[config.mk]
export PLATFORM = sky130hd
export DESIGN_NAME = piso_ctrl
export DESIGN_NICKNAME = d
export VERILOG_FILES = /design/src/rtl/piso_pkg.sv /design/src/rtl/piso_rr_arb.sv /design/src/rtl/piso_ctrl.sv
export SDC_FILE = /design/constraint.sdc
export NUM_CORES = 1
export LEC_CHECK = 0
export ABC_AREA = 0
export CORE_ASPECT_RATIO = 0.9
export CORE_UTILIZATION = 30
export CTS_CLUSTER_SIZE = 28
export DETAILED_ROUTE_END_ITERATION = 7
export PLACE_DENSITY = 0.58
export SLEW_MARGIN = 10
export SYNTH_ARGS = -nofsm -noshare
export SYNTH_HDL_FRONTEND = slang
export SYNTH_SLANG_ARGS = --single-unit
export TNS_END_PERCENT = 20
[constraint.sdc]
create_clock -name clk -period 1.2 [get_ports clk]
set_input_delay 0.24 -clock clk [delete_from_list [all_inputs] [get_ports clk]]
set_output_delay 0.24 -clock clk [all_outputs]
set_load 0.005 [all_outputs]
[src/rtl/piso_pkg.sv]
// rtl/piso_pkg.sv - shared state encoding and default geometry for piso_ctrl
package piso_pkg;

  typedef enum logic {
    IDLE  = 1'b0,
    SHIFT = 1'b1
  } piso_state_e;

  localparam int NIB_W_DEF = 4;
  localparam int DEPTH_DEF = 4;

endpackage

[src/rtl/piso_rr_arb.sv]
// rtl/piso_rr_arb.sv - two-requester round-robin grant, favours the requester not granted last
module piso_rr_arb (
  input  logic [1:0] req_valid,
  input  logic       last_grant,
  output logic       grant,
  output logic       grant_valid
);

  always_comb begin
    grant_valid = |req_valid;
    if (&req_valid) begin
      grant = ~last_grant;
    end else begin
      grant = req_valid[1];
    end
  end

endmodule

[src/rtl/piso_ctrl.sv]
// rtl/piso_ctrl.sv - two-requester word-to-nibble serializer with round-robin word selection
module piso_ctrl
  import piso_pkg::*;
#(
  parameter int NIB_W = NIB_W_DEF,
  parameter int DEPTH = DEPTH_DEF
) (
  input  logic                   clk,
  input  logic                   reset,
  input  logic [1:0]             req_valid,
  input  logic [NIB_W*DEPTH-1:0] req_data0,
  input  logic [NIB_W*DEPTH-1:0] req_data1,
  output logic [1:0]             req_ready,
  output logic                   out_valid,
  input  logic                   out_ready,
  output logic [NIB_W-1:0]       out_data,
  output logic                   out_first,
  output logic                   out_last,
  output logic                   out_id,
  output logic                   busy
);

  localparam int W     = NIB_W * DEPTH;
  localparam int CNT_W = (DEPTH > 1) ? $clog2(DEPTH) : 1;
  localparam logic [CNT_W-1:0] CNT_LAST = CNT_W'(DEPTH - 1);

  piso_state_e      state_q, state_d;
  logic [CNT_W-1:0] cnt_q, cnt_d;
  logic [W-1:0]     word_q, word_d;
  logic             out_id_q, out_id_d;
  logic             last_grant_q, last_grant_d;

  logic grant;
  logic grant_valid;
  logic fire;
  logic load;

  piso_rr_arb u_arb (
    .req_valid   (req_valid),
    .last_grant  (last_grant_q),
    .grant       (grant),
    .grant_valid (grant_valid)
  );

  assign fire = (state_q == SHIFT) && out_ready;
  // A new word may enter while idle or on the handshake of the final nibble.
  assign load = (state_q == IDLE) || (fire && (cnt_q == CNT_LAST));

  always_comb begin
    state_d      = state_q;
    cnt_d        = cnt_q;
    word_d       = word_q;
    out_id_d     = out_id_q;
    last_grant_d = last_grant_q;
    req_ready    = 2'b00;
    if (load) begin
      if (grant_valid) begin
        req_ready    = grant ? 2'b10 : 2'b01;
        word_d       = grant ? req_data1 : req_data0;
        cnt_d        = '0;
        out_id_d     = grant;
        last_grant_d = grant;
        state_d      = SHIFT;
      end else begin
        word_d  = '0;
        cnt_d   = '0;
        state_d = IDLE;
      end
    end else if (fire) begin
      word_d = word_q >> NIB_W;
      cnt_d  = cnt_q + CNT_W'(1);
    end
  end

  always_ff @(posedge clk) begin
    if (!reset) begin
      state_q      <= IDLE;
      cnt_q        <= '0;
      word_q       <= '0;
      out_id_q     <= 1'b0;
      last_grant_q <= 1'b1;
    end else begin
      state_q      <= state_d;
      cnt_q        <= cnt_d;
      word_q       <= word_d;
      out_id_q     <= out_id_d;
      last_grant_q <= last_grant_d;
    end
  end

  assign out_valid = (state_q == SHIFT);
  assign busy      = (state_q == SHIFT);
  assign out_data  = word_q[NIB_W-1:0];
  assign out_first = (state_q == SHIFT) && (cnt_q == '0);
  assign out_last  = (state_q == SHIFT) && (cnt_q == CNT_LAST);
  assign out_id    = out_id_q;

endmodule

; ---- Yosys cells after proc, flatten, opt, wreduce, memory -nomap -nowiden
; Cells that the tools add are included.
[totals]
reg_bits = 21
latch_bits = 0
ramBits = 0
mem_bits_ro = 0
output_inout_bits = 11
wordCells = 30
mem_count = 0
[op_classes]
addsub = 1
multipliers = 0
n_div = 0
order_cmp = 0
eq_ne = 1
shifts = 0
mux = 9
n_bitwise = 3
n_reduce_logical = 11
[op_table]
columns = operator, n
row1 = $mux 16, 4
row2 = $mux 2, 3
row3 = $logic_and 1x1->1, 4
row4 = $reduce_and 2->1, 2
row5 = $reduce_or 2->1, 2
row6 = $not 1->1, 3
row7 = $add 2x1->2 const B, 1
row8 = $eq 2x2->1 const B, 1
row9 = $logic_not 2->1, 1
row10 = $mux 1, 2
row11 = $reduce_bool 2->1, 1
row12 = $logic_or 1x1->1, 1

; ---- Logic depth before layout (Yosys ltp)
[depth]
ltp_word = 5
depth_mapped = 5
mapped_depth_nobuf = 5

; ---- Modules after synthesis
; Synthesis repeated with hierarchy kept, for this count alone.
[hier_totals]
cells_unflattened = 136
area_unflattened_um2 = 1226.2
[modules_own_cells]
columns = module, n_inst, cells_per_inst, area_per_inst_um2
row1 = piso_ctrl, 1, 134, 1212.4
row2 = piso_rr_arb, 1, 2, 13.8

; ---- Least setup slack after synthesis
; Ideal clock, no wire load.
[synth_path]
path_kind = reg2out
from = reg cnt_q[0]
to = out req_ready[0]
t_arrival_ns = 1.082
slack_ns = -0.122
path_stages_with_launch = 5
path_buffers = 1
path_cell_list = dfxtp_1 ha_1 buf_2 a21boi_1 nor3_1
[synth_between]
elab_chain_cells = 4
[synth_rtl]
columns = item, line_no
row1 = "start, declared", piso_ctrl.sv:28  ; logic [CNT_W-1:0] cnt_q, cnt_d;
row2 = "start signal, assigned", piso_ctrl.sv:84  ; cnt_q <= cnt_d;
row3 = $eq 2x2->1, piso_ctrl.sv:47  ; assign load = (state_q == IDLE) || (fire && (cnt_q == CNT_LAST));
row4 = $logic_and 1x1->1, piso_ctrl.sv:47
row5 = $logic_or 1x1->1, piso_ctrl.sv:47
row6 = $mux 2, piso_ctrl.sv:56  ; if (load) begin
row7 = "end, declared", piso_ctrl.sv:13  ; output logic [1:0] req_ready,
; No other way between the ends.

; ---- Worst setup path in the final report
[layout_path]
from = reg cnt_q[1]
to = out req_ready[1]
; Same word-level chain as after synthesis.

==> impl_metrics.tcl <==
set metrics [dict create \
    power_density_nw_per_um2 906 \
    syn_nets 174 \
    setup.worst_path.end "req_ready[1]" \
    r2r_cells 6 \
    final_core_util 0.518 \
    drive_gt1_frac 0.260 \
    yosys-top-cells-area "dfxtp_1 35%, mux2i_1 13%, o21ai_0 10%, o22ai_1 7.9%, nor2b_1 6.3%" \
    stdcell_count 238 \
    place.gp.congestion 0.705 \
    setup_tns_ns -2.90 \
    cts_tree "yes" \
    rrSetupSlack_ns -0.11 \
    overflow 0 \
    antenna_found_initial 0 \
    ir_drop_mv 0.385 \
    cts_buffers 3 \
    fillers 348 \
    fmax_ghz 0.655 \
    drtIter0Drc 77 \
    path_class "flip-flop to output port" \
    timing.final.crit_share 1.27 \
    syn_area_sq_um 1190 \
    totalWireLength_um 3370 \
    io_buffers 47 \
    start_util 0.317 \
    synth_cells 135 \
    vias_per_cell 4.91 \
    total_leakage_power_nw 0.817 \
    ys_seq_elements 21 \
    die_area_sq_um 4230 \
    worst_slew_pin_slew_ns 0.345 \
    max-slew-margin-rel 0.770 \
    die_x_um 68.5 \
    end_kind "output port" \
    yosys.area.top_type "dfxtp_1" \
    hpwlAfterDp_um 2230 \
    firstDrtPassIters 4 \
    syn_to_final_growth_pct 63.4 \
    track_usage 0.149 \
    critPathLaunchType "flip-flop" \
    layout.nets 232 \
    cp.arrival_ns 1.29 \
    grt_max_degree 17 \
    antennaDiodeCount 0 \
    core-area_sq_um 3760 \
    skew_ns 0.00653 \
    finalMaxSlewViolations 0 \
    clk_latency_ns 0.26 \
    cp_max_fo 4 \
    setup_viol 22 \
    ant_nets 0 \
    wl_per_cell_um 14.2 \
    dpl.cell_count 228 \
    crit_required_ns 0.96 \
    std_cell_rows 21 \
    clock_sinks 21 \
    cts.path.max_buffers 2 \
    finalInstanceArea_sq_um 1950 \
    fin_ws_ns -0.328 \
    reg2reg_to "word_q[8]" \
    drv_cap 0 \
    hold_buffers 0 \
    violations "negative setup slack" \
    placed_area_sq_um 1730 \
    cp-startpoint "cnt_q[1]" \
    cts.clk_slew.worst_paths_ns 0.07 \
    hp-class "flip-flop to flip-flop" \
    yosys_warnings 0 \
    die_h_um 61.8 \
    cts_root_buffer "clkbuf_8" \
    ys_seq_area_frac 0.353 \
    post_synth.cell_area_avg_sq_um 8.83 \
    grt_pass1_vias 1064 \
    num_vias 1169 \
    synth_top_cell_area_share 0.353 \
    synthDistinctLibCells 28 \
    fin_crit_ns 1.53 \
    timing.rr.start "cnt_q[1]" \
    hold_viol 0 \
    ioPinCount 48 \
    dp_slack_ns -0.634 \
    rsz0062_at_grt "yes" \
    drc 0 \
    status "finished with violations" \
    cts_max_level 1 \
    grt_pass1_wl_um 4670 \
]
[cells in the mapped netlist]
| library cell | instances |
|---|---|
| nor3b_1 | 1 |
| a21boi_0 | 1 |
| ha_1 | 2 |
| mux2i_1 | 16 |
| o21ai_0 | 25 |
| a21oi_1 | 1 |
| nand3_1 | 1 |
| o22ai_2 | 1 |
| o22ai_1 | 15 |
| clkbuf_1 | 3 |
| nor2b_1 | 12 |
| nor2_1 | 3 |
| o21ai_1 | 1 |
| a21boi_2 | 1 |
| nor3_1 | 1 |
| and2_1 | 2 |
| a21boi_1 | 2 |
| a21bo_2 | 1 |
| buf_6 | 2 |
| nand2b_2 | 1 |
| buf_12 | 1 |
| buf_4 | 5 |
| nand3b_4 | 1 |
| a2bb2oi_1 | 1 |
| nand2_1 | 7 |
| buf_2 | 3 |
| dfxtp_1 | 21 |
| inv_1 | 4 |
[routing by layer]
layer  routed length [um]  vias to the layer above  global-route usage
li1                     -                      592                   -
met1                 1540                      531               0.200
met2                 1620                       44               0.242
met3                  197                        2              0.0274
met4                   19                        0              0.0446
met5                    0                        -                   0
[kinds of logic after synthesis]
group / synth area share
AOI/OAI and AO/OA: 0.247
buffers and inverters: 0.102
muxes: 0.134
DFF: 0.353
adders and majority gates: 0.0210
and+or+nand+nor: 0.144
[worst min-delay path by stage]
stage / cells past startpoint / endpoint / slack, ns / from
2_1_floorplan: 2 / word_q[0] / 0.43 / req_data0[0]
3_3_place_gp: 2 / word_q[14] / 0.45 / word_q[14]
3_5_place_dp: 2 / word_q[15] / 0.45 / word_q[15]
4_1_cts: 2 / word_q[15] / 0.46 / word_q[15]
5_1_grt: 2 / word_q[15] / 0.49 / word_q[15]
6_report: 2 / word_q[15] / 0.46 / word_q[15]
[flip-flops by register name, indices dropped and copies added (netlist names)]
register,cells
word_q,16
cnt_q,2
busy,1
last_grant_q,1
out_id,1
[area by class of cell]
type                            instances  area [sq um]  area share
Timing Repair Buffer                   66           644       0.331
Tap cell                               46          57.6      0.0295
Inverter                                4          15.0     0.00771
Sequential cell                        21           424       0.218
Clock buffer                            4          45.0      0.0231
Multi-Input combinational cell         97           762       0.391
[layout by cell type (no fill, tap or decap), drive strengths merged, types with 2 or more instances in the layout]
cell type,count
and2,2
nor2,3
nand3b,2
clkdlybuf4s50,34
clkbuf,7
o21ai,26
dfxtp,21
dlygate4sd2,5
buf,21
inv,4
a21boi,4
nand2,7
mux2i,16
nor2b,12
ha,2
o22ai,16
dlymetal6s2s,2
[power breakdown]
| group | total [mW] | switching, mW | leakage [nW] | internal [mW] |
|---|---|---|---|---|
| registers | 0.780 | 0.0272 | 0.175 | 0.753 |
| clock network | 0.467 | 0.230 | 0.0228 | 0.237 |
| logic | 0.517 | 0.205 | 0.619 | 0.312 |
| total | 1.76 | 0.463 | 0.817 | 1.30 |
[worst max-delay path, cell delays in order, from the launching register on]
cell     delay, ns
dfxtp_2       0.33
buf_6         0.11
ha_4          0.17
a21bo_4       0.21
nand2_2       0.08
inv_2         0.04
buf_6         0.10
[repair_timing]
item | CTS | global route
endpoints found under the setup margin | 29 | 24
cloned | 0 | 2
resized for setup | 34 | 27
pin swaps | 5 | 5
buffers inserted | 4 | 1
[through the flow]
| stage | power (mW) | hold slack, ns |
|---|---|---|
| after detailed placement | 1.24 | 0.455 |
| after global placement | 1.23 | 0.451 |
| after global routing | 1.85 | 0.487 |
| final | 1.76 | 0.463 |
| after CTS | 1.71 | 0.465 |
| after floorplan | 1.03 | 0.429 |
(Power assumes the default switching activity.)
